File: config.mk
export PLATFORM = sky130hd
export DESIGN_NAME = cpu_mem_access
export DESIGN_NICKNAME = d
export VERILOG_FILES = /design/src/rtl/cpu_mem_access.sv
export SDC_FILE = /design/constraint.sdc
export NUM_CORES = 1
export LEC_CHECK = 0
export ABC_CLOCK_PERIOD_IN_PS = 2200
export BUFFER_PORTS_ARGS = -buffer_cell sky130_fd_sc_hd__buf_2
export CAP_MARGIN = 20
export CORE_ASPECT_RATIO = 1.4
export CORE_MARGIN = 2
export CORE_UTILIZATION = 44
export CTS_CLUSTER_DIAMETER = 120
export DETAILED_ROUTE_END_ITERATION = 7
export MAX_ROUTING_LAYER = met4
export PLACE_DENSITY = 0.84
export SYNTH_ARGS = -nofsm -noshare
export SYNTH_HDL_FRONTEND = slang
export SYNTH_SLANG_ARGS = --single-unit
File: constraint.sdc
create_clock -name clk -period 2.2 [get_ports clk]
set_input_delay 0.22 -clock clk [delete_from_list [all_inputs] [get_ports clk]]
set_output_delay 0.22 -clock clk [all_outputs]
set_load 0.03 [all_outputs]
File: src/rtl/cpu_mem_access.sv
// MEM-stage data access unit: runs one req/ack bus transaction per memory
// instruction, stalls the pipeline while it is outstanding, aligns/merges
// load data, owns the LL/SC link bit and reports bus timeouts.

package cpu_mem_access_pkg;
  typedef enum logic [3:0] {
    OP_NOP, OP_LB, OP_LBU, OP_LH, OP_LHU, OP_LW, OP_LL, OP_LWL, OP_LWR,
    OP_SB, OP_SH, OP_SW, OP_SC, OP_SWL, OP_SWR
  } Oper_t;

  typedef struct packed {
    logic        ce;
    logic        we;
    logic [31:0] addr;
    logic [3:0]  sel;
    logic [31:0] wdata;
  } MemAccessReq_t;
endpackage

module cpu_mem_access
  import cpu_mem_access_pkg::*;
#(
  parameter int BUS_TIMEOUT = 256
) (
  input  logic          clk,
  input  logic          rst,
  input  Oper_t         op,
  input  MemAccessReq_t mem_req,
  input  logic [31:0]   reg2,
  input  logic          except_occur,
  input  logic          flush,
  input  logic          llbit_set,
  input  logic          llbit_clr,
  output logic          bus_req,
  output logic          bus_we,
  output logic [31:0]   bus_addr,
  output logic [3:0]    bus_sel,
  output logic [31:0]   bus_wdata,
  input  logic          bus_ack,
  input  logic [31:0]   bus_rdata,
  output logic [31:0]   load_data,
  output logic          llbit,
  output logic          bus_err,
  output logic          stall_req
);

  localparam int CW = $clog2(BUS_TIMEOUT + 1);

  typedef enum logic [1:0] {IDLE, BUSY, DONE, ABORT} state_t;

  state_t      state_reg, state_next;
  logic [CW-1:0] cnt_reg;
  logic        bus_req_reg, bus_we_reg, bus_err_reg, llbit_reg;
  logic [31:0] bus_addr_reg, bus_wdata_reg, load_data_reg;
  logic [3:0]  bus_sel_reg;

  logic        need, sc_fail, timeout_hit;
  logic [31:0] m, aligned;
  logic [7:0]  rbyte [4];
  logic [7:0]  bsel;
  logic [15:0] hsel;

  // A failing SC (link already broken) never touches the bus.
  assign need        = mem_req.ce & ~except_occur & ~flush & ~((op == OP_SC) & ~llbit_reg);
  assign sc_fail     = (state_reg == IDLE) & mem_req.ce & ~except_occur & ~flush
                       & (op == OP_SC) & ~llbit_reg;
  assign timeout_hit = (cnt_reg == CW'(BUS_TIMEOUT - 1));

  // Combinational so EX/MEM freezes in the very cycle the request appears.
  assign stall_req = (need & ((state_reg == IDLE) | (state_reg == BUSY)))
                   | ((state_reg == ABORT) & mem_req.ce);

  assign bus_req   = bus_req_reg;
  assign bus_we    = bus_we_reg;
  assign bus_addr  = bus_addr_reg;
  assign bus_sel   = bus_sel_reg;
  assign bus_wdata = bus_wdata_reg;
  assign bus_err   = bus_err_reg;
  assign llbit     = llbit_reg;
  // The failed-SC result must be visible in the same cycle since nothing stalls.
  assign load_data = sc_fail ? 32'd0 : load_data_reg;

  // Read data is forced to zero when leaving BUSY through the timeout path.
  assign m = bus_ack ? bus_rdata : 32'd0;

  genvar gi;
  generate
    for (gi = 0; gi < 4; gi++) begin : g_byte
      assign rbyte[gi] = m[8*gi +: 8];
    end
  endgenerate

  // Next-state logic; ABORT waits out the bus transaction (or its timeout).
  always_comb begin
    state_next = state_reg;
    case (state_reg)
      IDLE:    if (need) state_next = BUSY;
      BUSY: begin
        if (flush)                      state_next = bus_ack ? IDLE : ABORT;
        else if (bus_ack | timeout_hit) state_next = DONE;
      end
      DONE:    state_next = IDLE;
      ABORT:   if (bus_ack | timeout_hit) state_next = IDLE;
      default: state_next = IDLE;
    endcase
  end

  // Load alignment / merge of the returned word (little-endian byte lanes).
  always_comb begin
    aligned = 32'd0;
    bsel    = rbyte[mem_req.addr[1:0]];
    hsel    = mem_req.addr[1] ? m[31:16] : m[15:0];
    case (op)
      OP_LB:  aligned = {{24{bsel[7]}}, bsel};
      OP_LBU: aligned = {24'd0, bsel};
      OP_LH:  aligned = {{16{hsel[15]}}, hsel};
      OP_LHU: aligned = {16'd0, hsel};
      OP_LW, OP_LL: aligned = m;
      OP_LWL: begin
        case (mem_req.addr[1:0])
          2'd0:    aligned = {m[7:0],  reg2[23:0]};
          2'd1:    aligned = {m[15:0], reg2[15:0]};
          2'd2:    aligned = {m[23:0], reg2[7:0]};
          default: aligned = m;
        endcase
      end
      OP_LWR: begin
        case (mem_req.addr[1:0])
          2'd0:    aligned = m;
          2'd1:    aligned = {reg2[31:24], m[31:8]};
          2'd2:    aligned = {reg2[31:16], m[31:16]};
          default: aligned = {reg2[31:8],  m[31:24]};
        endcase
      end
      OP_SC:   aligned = {31'd0, bus_ack};
      default: aligned = 32'd0;
    endcase
  end

  // State register and wait counter; the counter measures time spent in the current wait state.
  always_ff @(posedge clk) begin
    if (rst) begin
      state_reg <= IDLE;
      cnt_reg   <= '0;
    end else begin
      state_reg <= state_next;
      if ((state_reg == state_next) && ((state_reg == BUSY) || (state_reg == ABORT)))
        cnt_reg <= cnt_reg + CW'(1);
      else
        cnt_reg <= '0;
    end
  end

  // Bus request registers, result capture and the timeout pulse.
  always_ff @(posedge clk) begin
    if (rst) begin
      bus_req_reg   <= 1'b0;
      bus_we_reg    <= 1'b0;
      bus_addr_reg  <= 32'd0;
      bus_sel_reg   <= 4'd0;
      bus_wdata_reg <= 32'd0;
      load_data_reg <= 32'd0;
      bus_err_reg   <= 1'b0;
    end else begin
      bus_req_reg <= (state_next == BUSY) || (state_next == ABORT);
      bus_err_reg <= (state_reg == BUSY) && (state_next == DONE) && !bus_ack;
      if ((state_reg == IDLE) && need) begin
        bus_we_reg    <= mem_req.we;
        bus_addr_reg  <= {mem_req.addr[31:2], 2'b00};
        bus_sel_reg   <= mem_req.sel;
        bus_wdata_reg <= mem_req.wdata;
      end
      if (sc_fail)
        load_data_reg <= 32'd0;
      else if ((state_reg == BUSY) && (state_next == DONE))
        load_data_reg <= aligned;
    end
  end

  // Link bit: clear wins over set when both happen in one cycle.
  always_ff @(posedge clk) begin
    if (rst)
      llbit_reg <= 1'b0;
    else if (llbit_clr || ((state_reg == DONE) && (op == OP_SC)))
      llbit_reg <= 1'b0;
    else if ((state_reg == DONE) && llbit_set)
      llbit_reg <= 1'b1;
  end

endmodule

Word level (Yosys, flattened, before mapping)
Index checks and enable logic that the tools add are counted.

operators by class
  add/sub/neg operators = 1
  magnitude comparators = 1
  eq/ne operators = 19
  muxes and demuxes = 15
  bitwise gates (word level) = 20
  reductions and logical operators = 16

operators by type and width
  cell                   number
  $pmux W32 S8           1
  $pmux W32 S3           2
  $mux W32               2
  $bmux W8 S2            1
  $eq A4 B3 Y1 const B   4
  $mux W16               1
  $mux W8                2
  $and A1 B1 Y1          11
  $eq A2 B2 Y1 const B   5
  $mux W2                5
  $add A9 B1 Y9 const B  1
  $eq A9 B8 Y1 const B   1
  $eq A4 B2 Y1 const B   2
  $eq A4 B4 Y1 const B   2
  $pmux W2 S4            1
  $reduce_or A2 Y1       4
  $eq A2 B1 Y1 const B   3
  $logic_and A1 B1 Y1    6
  $not A1 Y1             5
  $eq A4 B1 Y1 const B   1
  $logic_not A2 Y1       2
  $ge A3 B3 Y1 const B   1
  $logic_or A1 B1 Y1     3
  $not A2 Y3             1
  other kinds (3)        5

storage, ports and cells
  bits in registers = 113
  input port bits = 145
  output and inout port bits = 105

Logic depth before layout (Yosys ltp)
  depth after elaboration = 10
  depth in mapped cells = 11
  gate-level depth less buffers = 10

Least setup slack after synthesis
OpenSTA, ideal clock, no wires.

  path kind = register -> register
  start = reg cnt_reg[0]
  end = reg load_data_reg[10]
  library setup time = 0.122 ns
  arrival time = 2.147 ns
  required time = 2.078 ns
  path slack = -0.069 ns
  cell stages (with the launch flop) = 11
  path buffers = 1
  clock period less this slack = 2.269 ns
  cell sequence = dfxtp_1 -> ha_1 -> nand3_1 -> nor2_1 -> and3_1 -> ha_1 -> or2_2 -> nand4_1 -> clkbuf_1 -> a21oi_1 -> a221o_1

between the ends
  word-level cells in the longest chain between the ends = 7
  elaborated cells between the ends (all ways) = 8
  those cells by class = 2 x eq/ne; 4 x mux; 1 x bitwise; 1 x reduce/logical

ends and longest elaborated chain
  element                   line      text
  start: declaration        52        logic [CW-1:0] cnt_reg;
  start signal: assignment  148       cnt_reg <= cnt_reg + CW'(1);
  $eq A9 B8 Y1 (*)          67        assign timeout_hit = (cnt_reg == CW'(BUS_TIMEOUT - 1));
  $or A1 B1 Y1 (*)          100, 103
  $mux W2                   100       else if (bus_ack | timeout_hit) state_next = DONE;
  $mux W2                   99        if (flush) state_next = bus_ack ? IDLE : ABORT;
  $pmux W2 S4 (*)           96        case (state_reg)
  $eq A2 B2 Y1 (*)          175       else if ((state_reg == BUSY) && (state_next == DONE))
  $logic_and A1 B1 Y1 (*)   175
  end signal: assignment    176       load_data_reg <= aligned;
  end: declaration          54        logic [31:0] bus_addr_reg, bus_wdata_reg, load_data_reg;

Mark *: on every way between the ends. The rest lies on a longest branch, timed or not.
A chain may end at the register's enable or synchronous reset.

Final worst setup path
  start = reg cnt_reg[1]
  end = reg load_data_reg[2]

The elaborated chain is that of the path after synthesis.

==> impl_metrics.tcl <==
set metrics [dict create \
    wirelength_mm 21.1 \
    p_per_area_nw_per_um2 578 \
    fillers 1145 \
    internal_power_uw 3310 \
    grt_pass1_wl_mm 31.8 \
    first_pass_iters 5 \
    fp.dieH_um 141 \
    clock.fmax_ghz 0.453 \
    synth_seq_cells 112 \
    root_buffer "clkbuf_16" \
    cp_max_fo 8 \
    avgSynthCellArea_um2 7.89 \
    cts_buffers 9 \
    ys_async_sr_fraction 0 \
    yosysTopAreaCellShare 0.382 \
    final_nets 1145 \
    cts_tree "built" \
    skew_ps 11.1 \
    crit_arrival_ps 2490 \
    antenna_found_initial 1 \
    hpwl_mm 15.7 \
    hold_viol_final 0 \
    maxCapViolCount 0 \
    drtIter0Drc 466 \
    yosys-top-cells-area "dfxtp_1 38%, nand2_1 11%, a21oi_1 7.2%" \
    clkTransAtPathRegs_ps 80 \
    synth_area_um2 5870 \
    stdcell_area_um2 7990 \
    grt_usage 0.290 \
    hold_path.class "in2reg" \
    period_minus_slack_ps 2210 \
    violations "negative setup slack" \
    p_clk_frac 0.372 \
    viasPerCell 5.70 \
    placed_cells 1156 \
    die_area_um2 14300 \
    routedWlPerCell_um 17.9 \
    synth_top_cell_by_area "dfxtp_1" \
    ir_drop_mv 0.367 \
    min_to "llbit" \
    start_util 0.454 \
    synthCells 744 \
    r2r_cells 11 \
    ys_seq_area_frac 0.382 \
    drive_above_1_share 0.339 \
    portBuffers 247 \
    die_w_um 102 \
    worstMarginPinSlew_ps 733 \
    power_switching_share 0.283 \
    first_global_vias 6222 \
    setup_viol 2 \
    outcome "finished, violations left" \
    finalNonFillerCells 1183 \
    ys_warn_count 0 \
    crit_type "reg2reg" \
    synth-edff-count 0 \
    hold_start "llbit_clr" \
    fin_ws_ps -8.69 \
    p_seq_frac 0.452 \
    slew-limit-headroom 0.512 \
    ant_nets 0 \
    rows 49 \
    crit_required_ps 2480 \
    reg2reg_slack_ps -9 \
    comb_power_share 0.176 \
    clockBufferDepth 2 \
    whs_path_depth 2 \
    post-route-period-util 1.00 \
    r2r_start "cnt_reg[1]" \
    core_area_um2 12900 \
    gp_congestion 1.01 \
    placed_area_um2 7500 \
    htreeDepth 3 \
    cp-start-kind "register" \
    total_power_uw 4620 \
    yosysUniqueCellTypes 66 \
    syn_to_final_growth_pct 36.1 \
    ys.flop_type "dfxtp_1" \
    vias 6743 \
    io_pins 250 \
    clock-sinks 112 \
    maxSlewViolCount 0 \
    p_switching_uw 1310 \
    reg2reg_to "load_data_reg[2]" \
    grt_setup_unrepaired "true" \
    drc 0 \
    grt_max_degree 71 \
    grt_overflow 0 \
    leakagePower_uw 0.00366 \
    insertion_delay_ps 350 \
    endpoint_kind "register" \
]
==> stage by stage <==
stage	utilization	setup WS (ps)	hold slack [ps]	TNS, ps
3_5_place_dp	0.580	-31.1	401	-158
3_3_place_gp	0.580	34.9	392	0
2_1_floorplan	-	13.6	310	0
6_report	0.618	-8.69	36.9	-11.7
4_1_cts	0.616	1.21	27.0	0
5_1_grt	0.618	-87.0	26.0	-1460
==> power groups by stage <==
stage               clock network, µW  registers, µW  logic, µW
finish                           1720           2090        811
global route                     1830           2090        865
CTS                              1750           2090        795
detailed placement                  0           2130        767
global placement                    0           2130        761
floorplan                           0           2220        347
==> cell usage after synthesis, types with 3 or more instances <==
cell	count
xor2_1	4
nor2_1	21
a222oi_1	3
a22o_1	16
nand2b_1	5
a21oi_1	84
nand3b_1	4
a22oi_1	24
a2111oi_0	4
and2_1	5
nand3_1	10
o21ai_0	25
a32oi_1	3
o2bb2ai_1	8
mux2i_1	32
inv_1	9
and4b_1	3
a211oi_1	8
dfxtp_1	112
buf_2	19
a221oi_1	5
o21ai_1	5
nor3_1	5
clkbuf_1	36
a211o_1	3
a221o_1	9
o22ai_1	13
a21o_1	3
nand2_1	179
nor2b_1	37
xnor2_1	3
==> worst max-delay path, stage by stage, from the launching register on <==
cell and delay (ps):
dfxtp_2 340, ha_4 160, nand3_2 80, nor2_2 40, and3_1 160, ha_2 180, or2_4 250, nand3_1 100
nor3b_4 300, bufbuf_16 330, a32oi_1 70, o21ai_1 120
==> cell usage in the layout (no fill, tap or decap), types with 9 or more instances in the layout <==
cell type | synthesis | layout
a21oi_1 | 84 | 84
a221o_1 | 9 | 9
a22o_1 | 16 | 16
a22oi_1 | 24 | 24
buf_2 | 19 | 247
buf_4 | 2 | 47
clkbuf_16 | 0 | 9
dfxtp_1 | 112 | 110
inv_1 | 9 | 9
mux2i_1 | 32 | 32
nand2_1 | 179 | 179
nand3_1 | 10 | 9
nor2_1 | 21 | 19
nor2b_1 | 37 | 37
o21ai_0 | 25 | 25
o22ai_1 | 13 | 13
==> kinds of logic (layout without fill, tap and decap cells) <==
kind of cell             Yosys count  count (layout)  share of synthesized area
AND/OR/NAND/NOR                  289             289                      0.230
AO/OA/AOI/OAI                    229             229                      0.260
flip-flops                       112             112                      0.382
buffers and inverters             69             327                     0.0507
multiplexers                      35              35                     0.0622
XOR/XNOR                           7               7                     0.0104
adder cells (fa/ha/maj)            2               2                    0.00426
other                              1               4                   0.000639
==> layer usage <==
metal,vias up,track usage,share of wire
met4,0,0.150,0.048
met5,-,-,0
met2,432,0.488,0.50
li1,3160,-,-
met1,3067,0.316,0.35
met3,84,0.0620,0.097
==> area by class of cell <==
type | count | area, µm² | area share
sequential | 112 | 2240 | 0.281
antenna | 2 | 5.00 | 0.000626
clock buffer | 9 | 225 | 0.0282
tap | 178 | 223 | 0.0279
inverter | 9 | 33.8 | 0.00423
clock inverter | 7 | 101 | 0.0127
timing repair buffer | 302 | 1770 | 0.222
multi-input combinational | 564 | 3390 | 0.424
==> how the worst max path moves through the flow <==
stage / startpoint / to / slack (ps) / cells past startpoint
finish: cnt_reg[1] / load_data_reg[2] / -9 / 11
global route: cnt_reg[1] / load_data_reg[6] / -90 / 10
floorplan: cnt_reg[0] / load_data_reg[10] / 10 / 10
CTS: cnt_reg[0] / load_data_reg[10] / 1 / 11
detailed placement: cnt_reg[0] / load_data_reg[3] / -30 / 9
global placement: cnt_reg[0] / load_data_reg[5] / 30 / 9
==> what timing repair did <==
item / 4_1_cts / 5_1_grt
gates cloned: 2 / 0
hold endpoints to repair: 0 / 0
pin swaps: 3 / 7
setup endpoints to repair: 12 / 46
hold buffers: 0 / 0
buffers inserted: 4 / 3
resized for setup: 12 / 1
Note: power is estimated with default switching activity, not from simulation.
